==> config.mk <==
export PLATFORM = sky130hd
export DESIGN_NAME = qdense_neuron_engine_flat
export DESIGN_NICKNAME = d
export VERILOG_FILES = /design/src/rtl/qdense_neuron_engine_if.sv /design/src/rtl/qdense_neuron_engine.sv /design/src/flat_wrapper.sv
export SDC_FILE = /design/constraint.sdc
export NUM_CORES = 2
export LEC_CHECK = 0
export CAP_MARGIN = 20
export CORE_UTILIZATION = 60
export DETAILED_ROUTE_END_ITERATION = 8
export DONT_BUFFER_PORTS = 1
export PLACE_DENSITY = 0.79
export RECOVER_POWER = 25
export SLEW_MARGIN = 20
export SYNTH_ARGS = -nofsm -noshare
export SYNTH_HDL_FRONTEND = slang
export SYNTH_SLANG_ARGS = --single-unit
==> constraint.sdc <==
create_clock -name i_clk -period 14.2 [get_ports i_clk]
set_input_delay 1.42 -clock i_clk [delete_from_list [all_inputs] [get_ports i_clk]]
set_output_delay 1.42 -clock i_clk [all_outputs]
set_load 0.01 [all_outputs]
==> src/rtl/qdense_neuron_engine_if.sv <==
// Beat stream into, and requantized byte stream out of, qdense_neuron_engine.
// master = layer reader / byte writer side, slave = the engine.
interface qdense_neuron_engine_if #(
  parameter int ACC_W = 32
);
  logic             i_s_valid;
  logic             o_s_ready;
  logic [7:0]       i_s_act;
  logic [7:0]       i_s_w;
  logic             i_s_last;
  logic [ACC_W-1:0] i_s_bias;
  logic             o_m_valid;
  logic             i_m_ready;
  logic [7:0]       o_m_data;

  modport master (
    output i_s_valid, i_s_act, i_s_w, i_s_last, i_s_bias, i_m_ready,
    input  o_s_ready, o_m_valid, o_m_data
  );

  modport slave (
    input  i_s_valid, i_s_act, i_s_w, i_s_last, i_s_bias, i_m_ready,
    output o_s_ready, o_m_valid, o_m_data
  );
endinterface

==> src/rtl/qdense_neuron_engine.sv <==
// int8 quantized dense-layer neuron: zero-point MAC, bias, optional ReLU, requantize to one byte.
// Define SAT_OUT_EN to clamp the output to [-128, 127] instead of truncating to 8 bits.
module qdense_neuron_engine #(
  parameter int ACC_W = 32,
  parameter int CNT_W = 16
) (
  input  logic                  i_clk,
  input  logic                  i_rst,
  input  logic                  i_cfg_valid,
  input  logic [7:0]            i_in_zp,
  input  logic [7:0]            i_w_zp,
  input  logic [7:0]            i_out_zp,
  input  logic [31:0]           i_qmult,
  input  logic [31:0]           i_qshift,
  input  logic                  i_linear,
  qdense_neuron_engine_if.slave bus,
  output logic [CNT_W-1:0]      o_neuron_cnt
);
  localparam int P_W  = ACC_W + 32;
  localparam int SH_W = $clog2(P_W);

  typedef enum logic [2:0] {IDLE, ACC, DRAIN, REQ, OUT} state_t;
  state_t state;

  logic signed [7:0]       in_zp_r, w_zp_r, out_zp_r;
  logic signed [31:0]      qmult_r, qshift_r;
  logic                    linear_r;
  logic signed [ACC_W-1:0] acc, bias_r, relu_r;
  logic signed [31:0]      prod;
  logic                    prod_vld, prod_first;

  logic                    cfg_load, beat;
  logic signed [7:0]       in_zp_eff, w_zp_eff;
  logic signed [15:0]      a16, b16;
  logic signed [31:0]      prod_next;
  logic signed [ACC_W-1:0] prod_ext, acc_f, relu;

  logic signed [31:0]      tshift;
  logic [SH_W-1:0]         sh;
  logic signed [P_W-1:0]   rnd, p_full, r_full, out_sum;
  logic [7:0]              out_byte;

  assign cfg_load = i_cfg_valid && (state == IDLE);
  assign beat     = bus.i_s_valid && bus.o_s_ready;

  // A beat arriving with a config load must already see the new zero-points.
  always_comb begin
    // NOTE: every always_comb output gets a value on every path (defaults first), otherwise a latch is inferred.
    in_zp_eff = cfg_load ? i_in_zp : in_zp_r;
    w_zp_eff  = cfg_load ? i_w_zp  : w_zp_r;
    a16       = {{8{bus.i_s_act[7]}}, bus.i_s_act} - {{8{in_zp_eff[7]}}, in_zp_eff};
    b16       = {{8{bus.i_s_w[7]}},   bus.i_s_w}   - {{8{w_zp_eff[7]}},  w_zp_eff};
    prod_next = 32'(a16) * 32'(b16);
    prod_ext  = ACC_W'(prod);
    acc_f     = (prod_first ? '0 : acc) + prod_ext + bias_r;
    relu      = (linear_r || !acc_f[ACC_W-1]) ? acc_f : '0;
  end

  // Requantize: round-half-up then arithmetic shift by 31 - qshift (clamped to the product width).
  always_comb begin
    tshift = 32'sd31 - qshift_r;
    if (tshift < 0)              sh = '0;
    else if (tshift > P_W - 1)   sh = SH_W'(P_W - 1);
    else                         sh = tshift[SH_W-1:0];
    rnd = '0;
    if (sh != '0) rnd[sh - SH_W'(1)] = 1'b1;
    p_full  = P_W'(relu_r) * P_W'(qmult_r) + rnd;
    r_full  = p_full >>> sh;
    out_sum = r_full + P_W'(out_zp_r);
`ifdef SAT_OUT_EN
    if (out_sum > P_W'(127))       out_byte = 8'h7F;
    else if (out_sum < P_W'(-128)) out_byte = 8'h80;
    else                           out_byte = out_sum[7:0];
`else
    out_byte = out_sum[7:0];
`endif
  end

  always_ff @(posedge i_clk or posedge i_rst) begin
    if (i_rst) begin
      state         <= IDLE;
      in_zp_r       <= '0;
      w_zp_r        <= '0;
      out_zp_r      <= '0;
      qmult_r       <= '0;
      qshift_r      <= '0;
      linear_r      <= 1'b0;
      acc           <= '0;
      bias_r        <= '0;
      relu_r        <= '0;
      prod          <= '0;
      prod_vld      <= 1'b0;
      prod_first    <= 1'b0;
      bus.o_s_ready <= 1'b1;
      bus.o_m_valid <= 1'b0;
      bus.o_m_data  <= '0;
      o_neuron_cnt  <= '0;
    end else begin
      // NOTE: sequential state uses non-blocking assignments so every register samples pre-edge values.
      if (cfg_load) begin
        in_zp_r  <= i_in_zp;
        w_zp_r   <= i_w_zp;
        out_zp_r <= i_out_zp;
        qmult_r  <= i_qmult;
        qshift_r <= i_qshift;
        linear_r <= i_linear;
      end
      prod_vld <= beat;
      if (beat) begin
        prod       <= prod_next;
        prod_first <= (state == IDLE);
      end
      if (beat && bus.i_s_last) bias_r <= bus.i_s_bias;

      case (state)
        IDLE, ACC: begin
          if (prod_vld) acc <= prod_first ? prod_ext : acc + prod_ext;
          if (beat) begin
            if (bus.i_s_last) begin
              state         <= DRAIN;
              bus.o_s_ready <= 1'b0;
            end else begin
              state <= ACC;
            end
          end
        end
        DRAIN: begin
          relu_r <= relu;
          acc    <= '0;
          state  <= REQ;
        end
        REQ: begin
          bus.o_m_data  <= out_byte;
          bus.o_m_valid <= 1'b1;
          state         <= OUT;
        end
        OUT: begin
          if (bus.i_m_ready) begin
            bus.o_m_valid <= 1'b0;
            bus.o_s_ready <= 1'b1;
            o_neuron_cnt  <= o_neuron_cnt + CNT_W'(1);
            state         <= IDLE;
          end
        end
        default: state <= IDLE;
      endcase
    end
  end
endmodule
==> src/flat_wrapper.sv <==
// flat-port wrapper written by rule: the top's interface ports become plain ports
module qdense_neuron_engine_flat 
#(
  parameter int ACC_W = 32,
  parameter int CNT_W = 16
)
  (i_clk, i_rst, i_cfg_valid, i_in_zp, i_w_zp, i_out_zp, i_qmult, i_qshift, i_linear, o_neuron_cnt, bus_i_s_valid, bus_i_s_act, bus_i_s_w, bus_i_s_last, bus_i_s_bias, bus_i_m_ready, bus_o_s_ready, bus_o_m_valid, bus_o_m_data);
  qdense_neuron_engine_if #(.ACC_W(ACC_W)) bus_i ();
  input  logic i_clk;
  input  logic i_rst;
  input  logic i_cfg_valid;
  input  logic [7:0] i_in_zp;
  input  logic [7:0] i_w_zp;
  input  logic [7:0] i_out_zp;
  input  logic [31:0] i_qmult;
  input  logic [31:0] i_qshift;
  input  logic i_linear;
  output logic [CNT_W-1:0] o_neuron_cnt;
  input wire logic [$bits(bus_i.i_s_valid)-1:0] bus_i_s_valid;
  input wire logic [$bits(bus_i.i_s_act)-1:0] bus_i_s_act;
  input wire logic [$bits(bus_i.i_s_w)-1:0] bus_i_s_w;
  input wire logic [$bits(bus_i.i_s_last)-1:0] bus_i_s_last;
  input wire logic [$bits(bus_i.i_s_bias)-1:0] bus_i_s_bias;
  input wire logic [$bits(bus_i.i_m_ready)-1:0] bus_i_m_ready;
  output wire logic [$bits(bus_i.o_s_ready)-1:0] bus_o_s_ready;
  output wire logic [$bits(bus_i.o_m_valid)-1:0] bus_o_m_valid;
  output wire logic [$bits(bus_i.o_m_data)-1:0] bus_o_m_data;
  assign bus_i.i_s_valid = bus_i_s_valid;
  assign bus_i.i_s_act = bus_i_s_act;
  assign bus_i.i_s_w = bus_i_s_w;
  assign bus_i.i_s_last = bus_i_s_last;
  assign bus_i.i_s_bias = bus_i_s_bias;
  assign bus_i.i_m_ready = bus_i_m_ready;
  assign bus_o_s_ready = bus_i.o_s_ready;
  assign bus_o_m_valid = bus_i.o_m_valid;
  assign bus_o_m_data = bus_i.o_m_data;
  qdense_neuron_engine #(.ACC_W(ACC_W), .CNT_W(CNT_W)) u_core (.i_clk(i_clk), .i_rst(i_rst), .i_cfg_valid(i_cfg_valid), .i_in_zp(i_in_zp), .i_w_zp(i_w_zp), .i_out_zp(i_out_zp), .i_qmult(i_qmult), .i_qshift(i_qshift), .i_linear(i_linear), .bus(bus_i), .o_neuron_cnt(o_neuron_cnt));
endmodule
Word-level counts from Yosys, hierarchy flattened. Index checks and enable logic that the tools add are counted.

Register bits after elaboration: 248. Input bits: 143. Output and inout port bits: 26. Logic and storage cells: 81.

Add/subtract/negate cells: 10. Multiply operators: 2. Magnitude comparators: 4. Equal/unequal tests: 8. Shift operators: 1. Muxes and demuxes: 22. Reductions and logical operators: 17.

Operator list (number): $mux 32 (4); $add 32x32->32 (3); $add 64x64->64 (1); $mul 32x32->64 (1); $mux 64 (1); $pmux 32 s2 (1); $sshr 64x6->8 (1); $gt 32x7->1 const B (1); $lt 32x1->1 const B (1); $sub 6x32->32 const A (1); $mul 9x9->18 (1); $sub 8x8->9 (2); $add 16x1->16 const B (1); $mux 8 (2); $mux 6 (2); $pmux 3 s4 (1); $add 8x8->8 (1); $reduce_and 2->1 (4); $lt 6x7->1 const B (1); $demux 1 s6 (1); $eq 3x2->1 const B (2); $ge 6x1->1 const B (1); $mux 3 (2); $reduce_bool 2->1 (3); other kinds (15) (25).

Longest topological paths before layout.
Depth after elaboration: 13. Mapped depth: 60. Mapped depth without buffers: 54.

Worst setup path before layout. No wires, ideal clock.

Kind: register -> register. Start: register u_core.qshift_r[7]. End: register u_core.bus.o_m_data[7]. Library setup time: 127 ps. Data arrival time: 13696 ps. Setup slack: 377 ps. Cell stages (with the launch flop): 52. Buffers on the path: 4. Clock period less this slack: 13823 ps. Path through: dfrtp_1 nor4_4 nand4b_2 o41a_1 or3_1 a2111o_1 o31a_1 buf_2 inv_2 buf_2 buf_2 buf_2 ha_1 nand3_1 o31ai_1 a22oi_1 nor4_1 nand2_1 (+16 left out) nor3_1 nor2_1 xnor2_1 mux2i_1 mux2_2 mux2_2 a211o_1 a31oi_1 ha_1 a21o_1 a21oi_1 o21bai_1 a21oi_1 o21bai_1 a21oi_1 xor2_1 xnor2_1 o21ai_1.

Word-level cells in the longest chain between the ends: 13. Elaborated cells between the ends (all ways): 16. Those cells by class: 4 x add/sub; 4 x order compare; 1 x shift; 5 x mux; 2 x reduce/logical.

RTL lines: start: declaration (line qdense_neuron_engine.sv:26) `logic signed [31:0] qmult_r, qshift_r;`; start signal: assignment (line qdense_neuron_engine.sv:105) `qshift_r <= i_qshift;`; $sub 6x32->32 * (line qdense_neuron_engine.sv:61) `tshift = 32'sd31 - qshift_r;`; $gt 32x7->1 (line qdense_neuron_engine.sv:63) `else if (tshift > P_W - 1) sh = SH_W'(P_W - 1);`; $mux 6 (line qdense_neuron_engine.sv:63); $mux 6 * (line qdense_neuron_engine.sv:62) `if (tshift < 0) sh = '0;`; $sub 6x1->6 (line qdense_neuron_engine.sv:66) `if (sh != '0) rnd[sh - SH_W'(1)] = 1'b1;`; $lt 6x7->1 (implied by the code) / $ge 6x1->1 (equally long branches) (line qdense_neuron_engine.sv:66); $logic_and 1x1->1 (implied by the code) (line qdense_neuron_engine.sv:66); $mux 1 (implied by the code) (line qdense_neuron_engine.sv:66); $demux 1 s6; $mux 64 (line qdense_neuron_engine.sv:66); $add 64x64->64 (line qdense_neuron_engine.sv:67) `p_full = P_W'(relu_r) * P_W'(qmult_r) + rnd;`; $sshr 64x6->8 * (line qdense_neuron_engine.sv:68) `r_full = p_full >>> sh;`; $add 8x8->8 * (line qdense_neuron_engine.sv:69) `out_sum = r_full + P_W'(out_zp_r);`; end signal: assignment (line qdense_neuron_engine.sv:133) `bus.o_m_data <= out_byte;`; end: declaration (line qdense_neuron_engine_if.sv:23) `output o_s_ready, o_m_valid, o_m_data`.

Mark *: on every way between the ends. The rest lies on a longest branch, timed or not. A chain may end at the register's enable or synchronous reset.

Final worst setup path.
Start: register u_core.qshift_r[12]. End: register u_core.bus.o_m_data[7].

The elaborated chain is that of the path after synthesis.

==> flow_metrics.py <==
metrics = {
    "status": {
        "outcome": "finished with violations",
        "violations": "max-capacitance violations, max-slew violations",
    },
    "route": {
        "num_vias": 45400,
        "postRouteAntennaNets": 0,
        "wl_per_cell_um": 20.2,
        "avgViaCountPerCell": 5.76,
        "drtIter0Drc": 3161,
        "finalWirelength_um": 159000,
        "drc": 0,
        "drt-pass1-iter-count": 5,
    },
    "timing": {
        "hold_slack_ns": 0.491,
        "worst_pin_slew_ns": 8.22,
        "final-setup-viol-count": 0,
        "fin_crit_sh": 0.952,
        "max_slew_margin": -4.48,
        "slew_violations": 282,
        "finalHoldViolations": 0,
        "finalCriticalPeriod_ns": 13.53,
        "fmax_ghz": 0.0739,
        "finalSetupTns_ns": 0,
        "clock_skew_ns": 0.0208,
    },
    "synth": {
        "synthAdderAreaFrac": 0.496,
        "synth-xor-area-share": 0.0271,
        "avgSynthCellArea_um2": 9.34,
        "synth-async-reset-ratio": 1.00,
        "synth_top_family_by_area": "adder cells",
        "synth_cell_types": 82,
        "synth_simple_gate_area_frac": 0.167,
        "muxShareOfSynthArea": 0.0318,
        "yosysWarningCount": 0,
        "synthTopCellsByArea": "fa_1 43%, and2_1 9.5%, dfrtp_1 9.4%",
        "synth_edf_count": 0,
        "synthCells": 6620,
        "yosys.area.top_type": "fa_1",
        "synth_nets": 8422,
        "synth-seq-cells": 234,
        "synth_seq_area_share": 0.0947,
        "synth.cells.most_frequent": "1387 x inv_1, 1317 x fa_1, 935 x and2_1",
        "synthDominantCellAreaShare": 0.426,
        "synth_compound_area_frac": 0.0795,
        "yosysMostFrequentCell": "inv_1",
        "synth_ff_type": "dfrtp_1",
        "mappedNetlistArea_um2": 61800,
    },
    "floorplan": {
        "ios": 169,
        "die-area_um2": 104000,
        "core_um2": 102000,
        "start_util": 0.607,
        "die_h_um": 323,
        "core.rowCount": 117,
        "die_x_um": 323,
    },
    "setup_path": {
        "critPathMaxFanout": 8,
        "required_ns": 14.71,
        "crit_path_start_kind": "flip-flop",
        "crit_top_cell": "fa_1",
        "slowest_stage": "fa_1",
        "max_stage_delay_ns": 0.58,
        "cp.arrival_ns": 14.03,
        "end_kind": "flip-flop",
        "crit_type": "reg -> reg",
    },
    "final_layout": {
        "drive_above_1_share": 0.0601,
        "finalNonFillerCells": 7880,
        "area_growth_pct": 4.62,
        "post-route-util": 0.635,
        "nets": 8287,
    },
    "cts": {
        "clk_pin_slew_worst_paths_ns": 0.07,
        "ctsHoldBuffers": 0,
        "htree_levels": 1,
        "root_buffer": "clkbuf_16",
        "tritoncts": "done",
        "cts-buffers-inserted": 30,
        "clk_latency_ns": 0.65,
        "cts_sinks": 234,
        "cts.path.max_buffers": 3,
    },
    "global_routing": {
        "grt_max_degree": 157,
        "grt_pass1_vias": 49700,
        "grt_antenna_before_repair": 13,
        "overflow": 0,
        "grt.total_usage": 0.321,
        "grt_pass1_wl_um": 263000,
    },
    "placement": {
        "place.gp.congestion": 0.986,
        "dp_cells": 7812,
        "place_hpwl_um": 129000,
        "io_buffers": 0,
    },
    "run": {
        "maxCapViolations": 4,
    },
    "hold_path": {
        "hp-class": "reg -> reg",
    },
}
-- layout make-up --
class / count / area (um2)
multi-input combinational: 4676 / 49600
timing repair buffer: 155 / 1150
clock inverter: 20 / 300
sequential: 234 / 5870
tap: 1368 / 1710
fill: 8375 / 37200
clock buffer: 35 / 800
antenna: 4 / 10.0
inverter: 1388 / 5210
-- registers in the layout, indices dropped and copies added, names as in the netlist, 3 cells and up --
signal and cells:
u_core.acc 32, u_core.bias_r 32, u_core.bus.o_m_data 8, u_core.in_zp_r 8, u_core.o_neuron_cnt 16, u_core.out_zp_r 8, u_core.prod 18, u_core.qmult_r 32
u_core.qshift_r 32, u_core.relu_r 32, u_core.state 3, u_core.w_zp_r 8
-- final timing paths --
| kind | start | slack [ns] | cells after the start | endpoint |
|---|---|---|---|---|
| worst max-delay path | u_core.qshift_r[12] | 0.67 | 52 | u_core.bus.o_m_data[7] |
| worst min-delay path | u_core.w_zp_r[3] | 0.49 | 2 | u_core.w_zp_r[3] |
| worst max register to register | u_core.qshift_r[12] | 0.67 | 52 | u_core.bus.o_m_data[7] |
| worst min register to register | u_core.w_zp_r[3] | 0.49 | 2 | u_core.w_zp_r[3] |
| max in group asynchronous | i_rst | 2.51 | 2 | u_core.prod_first |
| min in group asynchronous | i_rst | 1.87 | 1 | u_core.w_zp_r[0] |
-- placed cells by master (no fill, tap or decap), types with 12 or more instances in the layout --
cell	instances
nand2b_1	37
o21ai_0	165
nand2_1	402
inv_1	1384
nor2b_1	55
or3_1	26
nand4_1	24
mux2i_1	60
o211ai_1	37
and3_1	34
nor2_1	206
fa_1	1316
and2_1	935
buf_4	150
nor3_1	53
or2_2	12
a21oi_1	176
a211oi_1	47
o21a_1	29
a21o_1	61
nand3_1	54
dfrtp_2	14
a22o_1	30
mux2_2	119
dfrtp_1	219
xor2_1	61
o31ai_1	20
clkbuf_16	30
o21bai_1	26
a31oi_1	30
ha_1	341
xnor2_1	130
-- per-stage QoR --
| stage | instance area (um2) | setup WS, ns |
|---|---|---|
| final | 64700 | 0.675 |
| after global routing | 64700 | -0.0254 |
| after CTS | 64600 | 0.0791 |
| after detailed placement | 63400 | 0.0137 |
| after global placement | 63400 | 0.236 |
| after floorplan | 61800 | 0.377 |
-- routing by layer --
metal	GRT usage	vias to the layer above	share of wire
li1	-	20000	-
met2	0.556	1629	0.51
met5	0	-	0.00041
met4	0.132	10	0.045
met1	0.404	23300	0.38
met3	0.0465	424	0.066
-- logic make-up (layout without fill, tap and decap cells) --
group / after synthesis / after routing
AND/OR/NAND/NOR: 1892 / 1892
buffers and inverters: 1710 / 1598
adder cells (fa/ha/maj): 1659 / 1659
AO/OA/AOI/OAI: 753 / 753
flip-flops: 234 / 234
XOR/XNOR: 191 / 191
multiplexers: 181 / 181
other: 0 / 4
-- timing repair --
item / CTS / global route
resized for setup: 1 / 20
buffers inserted: 0 / 9
pin swaps: 0 / 5
setup endpoints to repair: 1 / 7
-- critical path: cells and delay by family, from the launching register on --
family	cells	cell delay, ns
compound gates	17	3.94
fa+ha+maj	11	4.43
buf+inv	8	1.02
xor+xnor	3	0.52
mux	3	0.68
flops	1	0.46
simple gates	10	2.34
Power is left out: the tool's default activity adds up to more than one toggle a clock period on the data nets, which glitch-free logic cannot reach.
